===== config.mk =====
export PLATFORM = sky130hd
export DESIGN_NAME = clk_edge_monitor_flat
export DESIGN_NICKNAME = d
export VERILOG_FILES = /design/src/rtl/clk_edge_monitor_pkg.sv /design/src/rtl/clk_edge_monitor_if.sv /design/src/rtl/sync_edge_det.sv /design/src/rtl/clk_edge_monitor.sv /design/src/flat_wrapper.sv
export SDC_FILE = /design/constraint.sdc
export NUM_CORES = 1
export LEC_CHECK = 0
export CORE_MARGIN = 4
export CORE_UTILIZATION = 40
export CTS_CLUSTER_SIZE = 24
export DETAILED_ROUTE_END_ITERATION = 8
export HOLD_SLACK_MARGIN = 0.03
export PLACE_DENSITY_LB_ADDON = 0.2
export SLEW_MARGIN = 10
export SYNTH_ARGS = -nofsm -noshare
export SYNTH_HDL_FRONTEND = slang
export SYNTH_SLANG_ARGS = --single-unit

===== constraint.sdc =====
create_clock -name clk -period 2.8 [get_ports clk]
set_clock_uncertainty 0.15 [all_clocks]
set_input_delay 0.56 -clock clk [delete_from_list [all_inputs] [get_ports clk]]
set_output_delay 0.56 -clock clk [all_outputs]
set_load 0.02 [all_outputs]

===== src/rtl/clk_edge_monitor_pkg.sv =====
// Shared types and default parameter values for the clock-edge monitor.
package clk_mon_pkg;

  typedef enum logic [1:0] {
    IDLE,
    ARMED,
    LOCKED
  } state_t;

  localparam int unsigned SYNC_STAGES_DEF    = 2;
  localparam int unsigned PERIOD_W_DEF       = 24;
  localparam int unsigned TIMEOUT_CYCLES_DEF = 12_500_000;
  localparam int unsigned FILTER_LEN_DEF     = 4;

endpackage


===== src/rtl/clk_edge_monitor_if.sv =====
// Monitor bundle: slow clock input plus strobes, period and lock status.
interface clk_edge_monitor_if
  import clk_mon_pkg::*;
#(
  parameter int unsigned PERIOD_W = PERIOD_W_DEF
);
  logic                sclk_in;
  logic                rise_stb;
  logic                fall_stb;
  logic [PERIOD_W-1:0] period;
  logic                period_vld;
  logic                locked;
  logic                lost;

  // master: the monitor itself; slave: the consumer that supplies sclk_in
  modport master (
    input  sclk_in,
    output rise_stb, fall_stb, period, period_vld, locked, lost
  );

  modport slave (
    output sclk_in,
    input  rise_stb, fall_stb, period, period_vld, locked, lost
  );
endinterface


===== src/rtl/sync_edge_det.sv =====
// Synchroniser plus registered rise/fall strobes; optional glitch filter
// enabled by defining GLITCH_FILTER_EN.
module sync_edge_det
  import clk_mon_pkg::*;
#(
  parameter int unsigned SYNC_STAGES = SYNC_STAGES_DEF,
  parameter int unsigned FILTER_LEN  = FILTER_LEN_DEF
) (
  input  logic clk,
  input  logic clr_n,
  input  logic sclk_in,
  output logic rise_stb,
  output logic fall_stb
);

  if (SYNC_STAGES < 2) begin : g_chk_sync
    $error("SYNC_STAGES must be at least 2");
  end
  if (FILTER_LEN < 1) begin : g_chk_filt
    $error("FILTER_LEN must be at least 1");
  end

  logic [SYNC_STAGES-1:0] sync;
  logic                   level;
  logic                   prev;

  always_ff @(posedge clk or negedge clr_n) begin
    if (!clr_n) begin
      sync <= '0;
    end else begin
      sync <= {sync[SYNC_STAGES-2:0], sclk_in};
    end
  end

`ifdef GLITCH_FILTER_EN
  localparam int unsigned FW = (FILTER_LEN > 1) ? $clog2(FILTER_LEN) : 1;

  logic [FW-1:0] fcnt;
  logic          accepted;

  // A new level is adopted after FILTER_LEN consecutive samples that differ
  // from the accepted one; any return to the accepted level restarts the run.
  always_ff @(posedge clk or negedge clr_n) begin
    if (!clr_n) begin
      fcnt     <= '0;
      accepted <= 1'b0;
    end else if (sync[SYNC_STAGES-1] == accepted) begin
      fcnt <= '0;
    end else if (fcnt == FW'(FILTER_LEN - 1)) begin
      fcnt     <= '0;
      accepted <= sync[SYNC_STAGES-1];
    end else begin
      fcnt <= fcnt + 1'b1;
    end
  end

  assign level = accepted;
`else
  assign level = sync[SYNC_STAGES-1];
`endif

  always_ff @(posedge clk or negedge clr_n) begin
    if (!clr_n) begin
      prev     <= 1'b0;
      rise_stb <= 1'b0;
      fall_stb <= 1'b0;
    end else begin
      prev     <= level;
      rise_stb <= level & ~prev;
      fall_stb <= ~level & prev;
    end
  end

endmodule


===== src/rtl/clk_edge_monitor.sv =====
// Turns a slow asynchronous clock into rise/fall enables and measures its
// period with lock / loss-of-clock reporting. Optional: GLITCH_FILTER_EN.
module clk_edge_monitor
  import clk_mon_pkg::*;
#(
  parameter int unsigned SYNC_STAGES    = SYNC_STAGES_DEF,
  parameter int unsigned PERIOD_W       = PERIOD_W_DEF,
  parameter int unsigned TIMEOUT_CYCLES = TIMEOUT_CYCLES_DEF,
  parameter int unsigned FILTER_LEN     = FILTER_LEN_DEF
) (
  input  logic               clk,
  input  logic               clr_n,
  clk_edge_monitor_if.master mon
);

  if (TIMEOUT_CYCLES < 1 || 64'(TIMEOUT_CYCLES) >= (64'd1 << PERIOD_W) - 64'd1) begin : g_chk_to
    $error("TIMEOUT_CYCLES out of range for PERIOD_W");
  end

  localparam logic [PERIOD_W-1:0] TO_LAST = PERIOD_W'(TIMEOUT_CYCLES - 1);

  logic                rise;
  logic                fall;
  state_t              state;
  logic [PERIOD_W-1:0] cnt;
  logic [PERIOD_W-1:0] period_q;
  logic                period_vld_q;
  logic                locked_q;
  logic                lost_q;

  sync_edge_det #(
    .SYNC_STAGES (SYNC_STAGES),
    .FILTER_LEN  (FILTER_LEN)
  ) u_sync (
    .clk      (clk),
    .clr_n    (clr_n),
    .sclk_in  (mon.sclk_in),
    .rise_stb (rise),
    .fall_stb (fall)
  );

  always_ff @(posedge clk or negedge clr_n) begin
    if (!clr_n) begin
      state        <= IDLE;
      cnt          <= '0;
      period_q     <= '0;
      period_vld_q <= 1'b0;
      locked_q     <= 1'b0;
      lost_q       <= 1'b0;
    end else begin
      period_vld_q <= 1'b0;
      lost_q       <= 1'b0;

      if (rise) begin
        cnt <= '0;
      end else if (cnt != '1) begin
        cnt <= cnt + 1'b1;
      end

      // A rise on the timeout cycle takes priority over declaring loss.
      unique case (state)
        IDLE: begin
          if (rise) state <= ARMED;
        end
        ARMED, LOCKED: begin
          if (rise) begin
            period_q     <= cnt + 1'b1;
            period_vld_q <= 1'b1;
            locked_q     <= 1'b1;
            state        <= LOCKED;
          end else if (cnt == TO_LAST) begin
            lost_q   <= 1'b1;
            locked_q <= 1'b0;
            state    <= IDLE;
          end
        end
        default: state <= IDLE;
      endcase
    end
  end

  assign mon.rise_stb   = rise;
  assign mon.fall_stb   = fall;
  assign mon.period     = period_q;
  assign mon.period_vld = period_vld_q;
  assign mon.locked     = locked_q;
  assign mon.lost       = lost_q;

endmodule


===== src/flat_wrapper.sv =====
// flat-port wrapper written by rule: the top's interface ports become plain ports
module clk_edge_monitor_flat import clk_mon_pkg::*;
#(
  parameter int unsigned SYNC_STAGES    = SYNC_STAGES_DEF,
  parameter int unsigned PERIOD_W       = PERIOD_W_DEF,
  parameter int unsigned TIMEOUT_CYCLES = TIMEOUT_CYCLES_DEF,
  parameter int unsigned FILTER_LEN     = FILTER_LEN_DEF
)
  (clk, clr_n, mon_sclk_in, mon_rise_stb, mon_fall_stb, mon_period, mon_period_vld, mon_locked, mon_lost);
  clk_edge_monitor_if #(.PERIOD_W(PERIOD_W)) mon_i ();
  input  logic clk;
  input  logic clr_n;
  input wire logic [$bits(mon_i.sclk_in)-1:0] mon_sclk_in;
  output wire logic [$bits(mon_i.rise_stb)-1:0] mon_rise_stb;
  output wire logic [$bits(mon_i.fall_stb)-1:0] mon_fall_stb;
  output wire logic [$bits(mon_i.period)-1:0] mon_period;
  output wire logic [$bits(mon_i.period_vld)-1:0] mon_period_vld;
  output wire logic [$bits(mon_i.locked)-1:0] mon_locked;
  output wire logic [$bits(mon_i.lost)-1:0] mon_lost;
  assign mon_i.sclk_in = mon_sclk_in;
  assign mon_rise_stb = mon_i.rise_stb;
  assign mon_fall_stb = mon_i.fall_stb;
  assign mon_period = mon_i.period;
  assign mon_period_vld = mon_i.period_vld;
  assign mon_locked = mon_i.locked;
  assign mon_lost = mon_i.lost;
  clk_edge_monitor #(.SYNC_STAGES(SYNC_STAGES), .PERIOD_W(PERIOD_W), .TIMEOUT_CYCLES(TIMEOUT_CYCLES), .FILTER_LEN(FILTER_LEN)) u_core (.clk(clk), .clr_n(clr_n), .mon(mon_i));
endmodule

### Word-level counts from Yosys, hierarchy flattened

Index checks and enable logic that the tools add are counted.
W data, S select, Z words.

* flip-flop bits (word level): 58
* latch bits: 0
* RAM bits: 0
* bits in read-only memories: 0
* memories kept: 0

* add/sub/neg operators: 1
* $mul: 0
* div/mod/pow operators: 0
* magnitude comparators: 0
* equal/unequal tests: 6
* shift operators: 0
* multiplexer cells: 13
* bitwise operators: 4
* reductions and logical operators: 7

Operators by type and width (count)
* $mux W24: 2
* $add A24 B1 Y24 const B: 1
* $eq A24 B24 Y1 const B: 1
* $ne A24 B24 Y1 const B: 1
* $mux W1: 7
* $mux W2: 3
* $reduce_and A2 Y1: 3
* $pmux W2 S2: 1
* $reduce_bool A2 Y1: 2
* $ne A3 B2 Y1 const B: 1
* $and A1 B1 Y1: 2
* $eq A2 B1 Y1 const B: 1
* $eq A2 B2 Y1 const B: 1
* $logic_not A2 Y1: 1
* $ne A2 B2 Y1 const B: 1
* $not A1 Y1: 2
* $reduce_or A2 Y1: 1

### Depth between registers and ports, before layout

* word-level depth: 4
* depth in mapped cells: 7

### Modules after synthesis

A second synthesis with hierarchy kept.

* cells, all modules: 256
* area, all modules: 2597.5 sq um

By module, submodules not included
* clk_edge_monitor: times used 1, cells each 249, area an instance 2457.4 sq um, seq. area each 1326.3 sq um
* sync_edge_det: times used 1, cells each 7, area an instance 140.1 sq um, seq. area each 125.1 sq um

### Least setup slack after synthesis

OpenSTA, ideal clock, no wires.

* path kind: reg-to-reg
* start point: reg u_core.cnt[0]
* end point: reg u_core.cnt[23]
* library setup time: 0.127 ns
* arrival time: 1.648 ns
* data required time: 2.523 ns
* slack: 0.875 ns
* cell stages (with the launch flop): 8
* buffers on the path: 2
* period minus slack after synthesis: 1.925 ns
* cell sequence: dfrtp_1 > ha_1 > and4_1 > buf_2 > and4_1 > buf_2 > nor4_1 > nor3_1

* cells in the longest elaborated chain, start to end: 3
* elaborated cells on any way between the ends: 5
* those cells by class: add/sub (1); eq/ne (1); mux (2); reduce/logical (1)

Ends and longest elaborated chain
* from (decl): RTL line clk_edge_monitor.sv:25 `logic [PERIOD_W-1:0] cnt;`
* from (signal assigned): RTL line clk_edge_monitor.sv:57 `cnt <= cnt + 1'b1;`
* $add A24 B1 Y24: RTL line clk_edge_monitor.sv:57
* $mux W24: RTL line clk_edge_monitor.sv:56 `end else if (cnt != '1) begin`
* $mux W24: RTL line clk_edge_monitor.sv:54 `if (rise) begin`

Parallel ways exist; a longest one is shown, timed or not. The select of a mux whose other input is x is not followed.
A chain may end at the register's enable or synchronous reset.

### Final worst setup path

* start point: reg u_core.cnt[0]
* end point: reg u_core.period_q[16], in the netlist u_core.mon.period[16]

* cells in the longest elaborated chain, start to end: 1

Ends and longest elaborated chain
* $add A24 B1 Y24: RTL line clk_edge_monitor.sv:67 `period_q <= cnt + 1'b1;`
* to (signal assigned): RTL line clk_edge_monitor.sv:67
* to (decl): RTL line clk_edge_monitor.sv:26 `logic [PERIOD_W-1:0] period_q;`

No other way between the ends.

==> flow_metrics.py <==
metrics = {
    "global_route": {
        "overflow": 0,
        "grt_pass1_wl_um": 11000,
        "grt_pass1_vias": 2154,
        "grt_max_degree": 59,
        "grt_antenna_before_repair": 0,
        "grt_usage_pct": 16.8,
    },
    "sta": {
        "setup_tns_ns": 0,
        "fmax_mhz": 424,
        "period_needed_ns": 2.36,
        "rsz0062_at_grt": "false",
        "finalHoldViolCount": 0,
        "setup_viol": 0,
        "worstMarginPinSlew_ns": 0.740,
        "slew_viol_final": 0,
        "fin_crit_sh_pct": 84.3,
        "slew_headroom_pct": 50.6,
    },
    "routing": {
        "drc": 0,
        "vias": 2270,
        "drt_wl_total_um": 6570,
        "drt-vias-per-instance": 5.43,
        "drt-initial-drc-count": 165,
        "drt_first_pass_iters": 4,
        "wire_per_inst_um": 15.7,
        "final_antenna_net_count": 0,
    },
    "critical_path": {
        "cp_top_family": "simple AND/OR/NAND/NOR gates",
        "slowest_stage": "or3_1",
        "cp_slowest_stage_delay_ns": 0.45,
        "crit_required_ns": 2.91,
        "r2r-end": "u_core.mon.period[16]",
        "crit_buf_inv": 0,
        "crit_chain": "ha_1, and4_1, nand4_1, or3_1, a31oi_1",
        "r2r_start": "u_core.cnt[0]",
        "startpoint_type": "register",
        "critPathCaptureType": "register",
        "r2r_cells": 5,
        "critPathMaxFanout": 11,
        "crit_type": "register to register",
        "crit_arrival_ns": 2.47,
        "regToRegSetupSlack_ns": 0.44,
    },
    "layout": {
        "nets": 325,
        "fill_cells": 694,
        "final_cell_area_um2": 3360,
        "seqCellArea_um2": 1450,
        "layout_common_cells": "dfrtp_1 (58), clkdlybuf4s50_1 (30), nand2_1 (27)",
        "final_common_cell": "dfrtp_1",
        "syn_to_final_growth_pct": 19.1,
        "drive_gt1_share_pct": 7.76,
        "antenna_cells": 0,
        "multiInputGateArea_um2": 1220,
    },
    "job": {
        "maxCapViolations": 0,
    },
    "logic_synthesis": {
        "synth-edff-count": 0,
        "synthCells": 290,
        "yosysSeqAreaShare_pct": 51.5,
        "syn_area_um2": 2820,
        "syn-num-nets": 297,
        "yosysWarnings": 0,
        "synth_area_per_cell_um2": 9.71,
        "synth.distinct_cells": 40,
        "synth-async-reset-ratio_pct": 100,
        "synthFlopType": "dfrtp_1",
        "ys_seq_elements": 58,
    },
    "die": {
        "num_io_pins": 32,
        "row_count": 30,
        "die_w_um": 91.9,
        "die_y_um": 91.9,
        "dieArea_um2": 8450,
        "floorplan.initialDensity_pct": 41.2,
        "fp.coreArea_um2": 6830,
    },
    "clock_tree": {
        "cts_setup_buffers": 0,
        "cts_buffer_depth": 2,
        "clk_pin_slew_ns": 0.06,
        "cts_buffers": 9,
        "htree_num_levels": 3,
        "ctsHoldBuffers": 0,
        "cts_tree": "yes",
        "clk_latency_ns": 0.34,
        "cts-root-buf": "clkbuf_8",
        "cts_repair_resize_count": 0,
        "clock-sinks": 58,
    },
    "placement": {
        "place_congestion": 0.885,
        "io_buffer_count": 31,
        "hpwl_um": 4510,
        "place_area_um2": 3190,
    },
    "min_path": {
        "hold_class": "input pin to asynchronous set/reset pin",
    },
    "power": {
        "peakVddDrop_mv": 0.513,
        "power_w": 0.00237,
        "power.density_nw_per_um2": 707,
        "p_leak_nw": 1.34,
    },
    "outcome": {
        "outcome": "finished clean",
    },
}
## layer usage
metal  global-route usage (%)  vias up  wire [µm]
met1                     24.0     1073       3300
met3                     3.28       10        261
met4                     7.43        0        128
met2                     24.5       57       2880
met5                        0        -          0
li1                         -     1130          -
## cells in the mapped netlist (4+ instances only)
cell / instances / area, µm²
or3_1: 6 / 37.5
buf_2: 5 / 25.0
nor4_1: 6 / 37.5
inv_1: 9 / 33.8
nand3_1: 16 / 80.1
nor2_1: 13 / 48.8
or4_1: 6 / 45.0
nor3_1: 7 / 35.0
a211oi_1: 4 / 30.0
o211ai_1: 5 / 37.5
dfrtp_1: 58 / 1450
nand4_1: 15 / 93.8
o21ai_0: 20 / 100
and4_1: 6 / 52.6
clkbuf_1: 11 / 41.3
and3_1: 5 / 31.3
nand2_1: 27 / 101
a31oi_1: 14 / 87.6
a21oi_1: 16 / 80.1
xor2_1: 10 / 87.6
ha_1: 4 / 50.1
## registers in the layout (all words and copies together) (netlist names)
register and cells:
u_core.cnt 24, u_core.u_sync.rise_stb 1, u_core.state 2, u_core.mon.period 24, u_core.mon.lost 1, u_core.mon.locked 1, u_core.u_sync.sync 2, u_core.mon.period_vld 1
u_core.u_sync.fall_stb 1, u_core.u_sync.prev 1
## power breakdown
part,leakage (nW),switching (W),internal (W)
registers,0.767,0.0000885,0.000966
clock network,0.0920,0.000316,0.000360
logic,0.483,0.000359,0.000283
## worst max-delay path by stage
stage	end	start	slack, ns	depth (start not counted)
3_5_place_dp	u_core.mon.period[16]	u_core.cnt[0]	0.48	5
6_report	u_core.mon.period[16]	u_core.cnt[0]	0.44	5
3_3_place_gp	u_core.mon.period[18]	u_core.cnt[0]	0.54	5
5_1_grt	u_core.mon.period[18]	u_core.cnt[0]	0.23	5
4_1_cts	u_core.mon.period[16]	u_core.cnt[0]	0.44	5
2_1_floorplan	u_core.cnt[23]	u_core.cnt[0]	0.87	7
## cells by family (layout without fill, tap and decap cells)
logic type | after synthesis | after routing | share of synthesized area, %
AOI/OAI and AO/OA | 67 | 67 | 14.3
xor gates and xnor gates | 12 | 12 | 3.73
adders and majority gates | 4 | 4 | 1.78
buffers and inverters | 30 | 62 | 5.06
DFF | 58 | 58 | 51.5
and+or+nand+nor | 119 | 119 | 23.6
## metrics by stage
step / std cells / utilization (%) / worst slack, ns / hold WS, ns
floorplan: 290 / - / 0.875 / 0.114
global placement: 403 / 46.6 / 0.540 / 0.205
detailed placement: 403 / 46.6 / 0.485 / 0.203
CTS: 418 / 49.1 / 0.444 / 0.216
global route: 418 / 49.1 / 0.234 / 0.234
finish: 418 / 49.1 / 0.440 / 0.196
## cell type report
class,count,area share (%)
clock inverters,3,0.447
clock buffers,12,4.62
well taps,96,3.58
multi-input cells,202,36.4
flip-flops and latches,58,43.3
inverters,9,1.01
repair buffers,38,10.7
(Power assumes the default switching activity.)
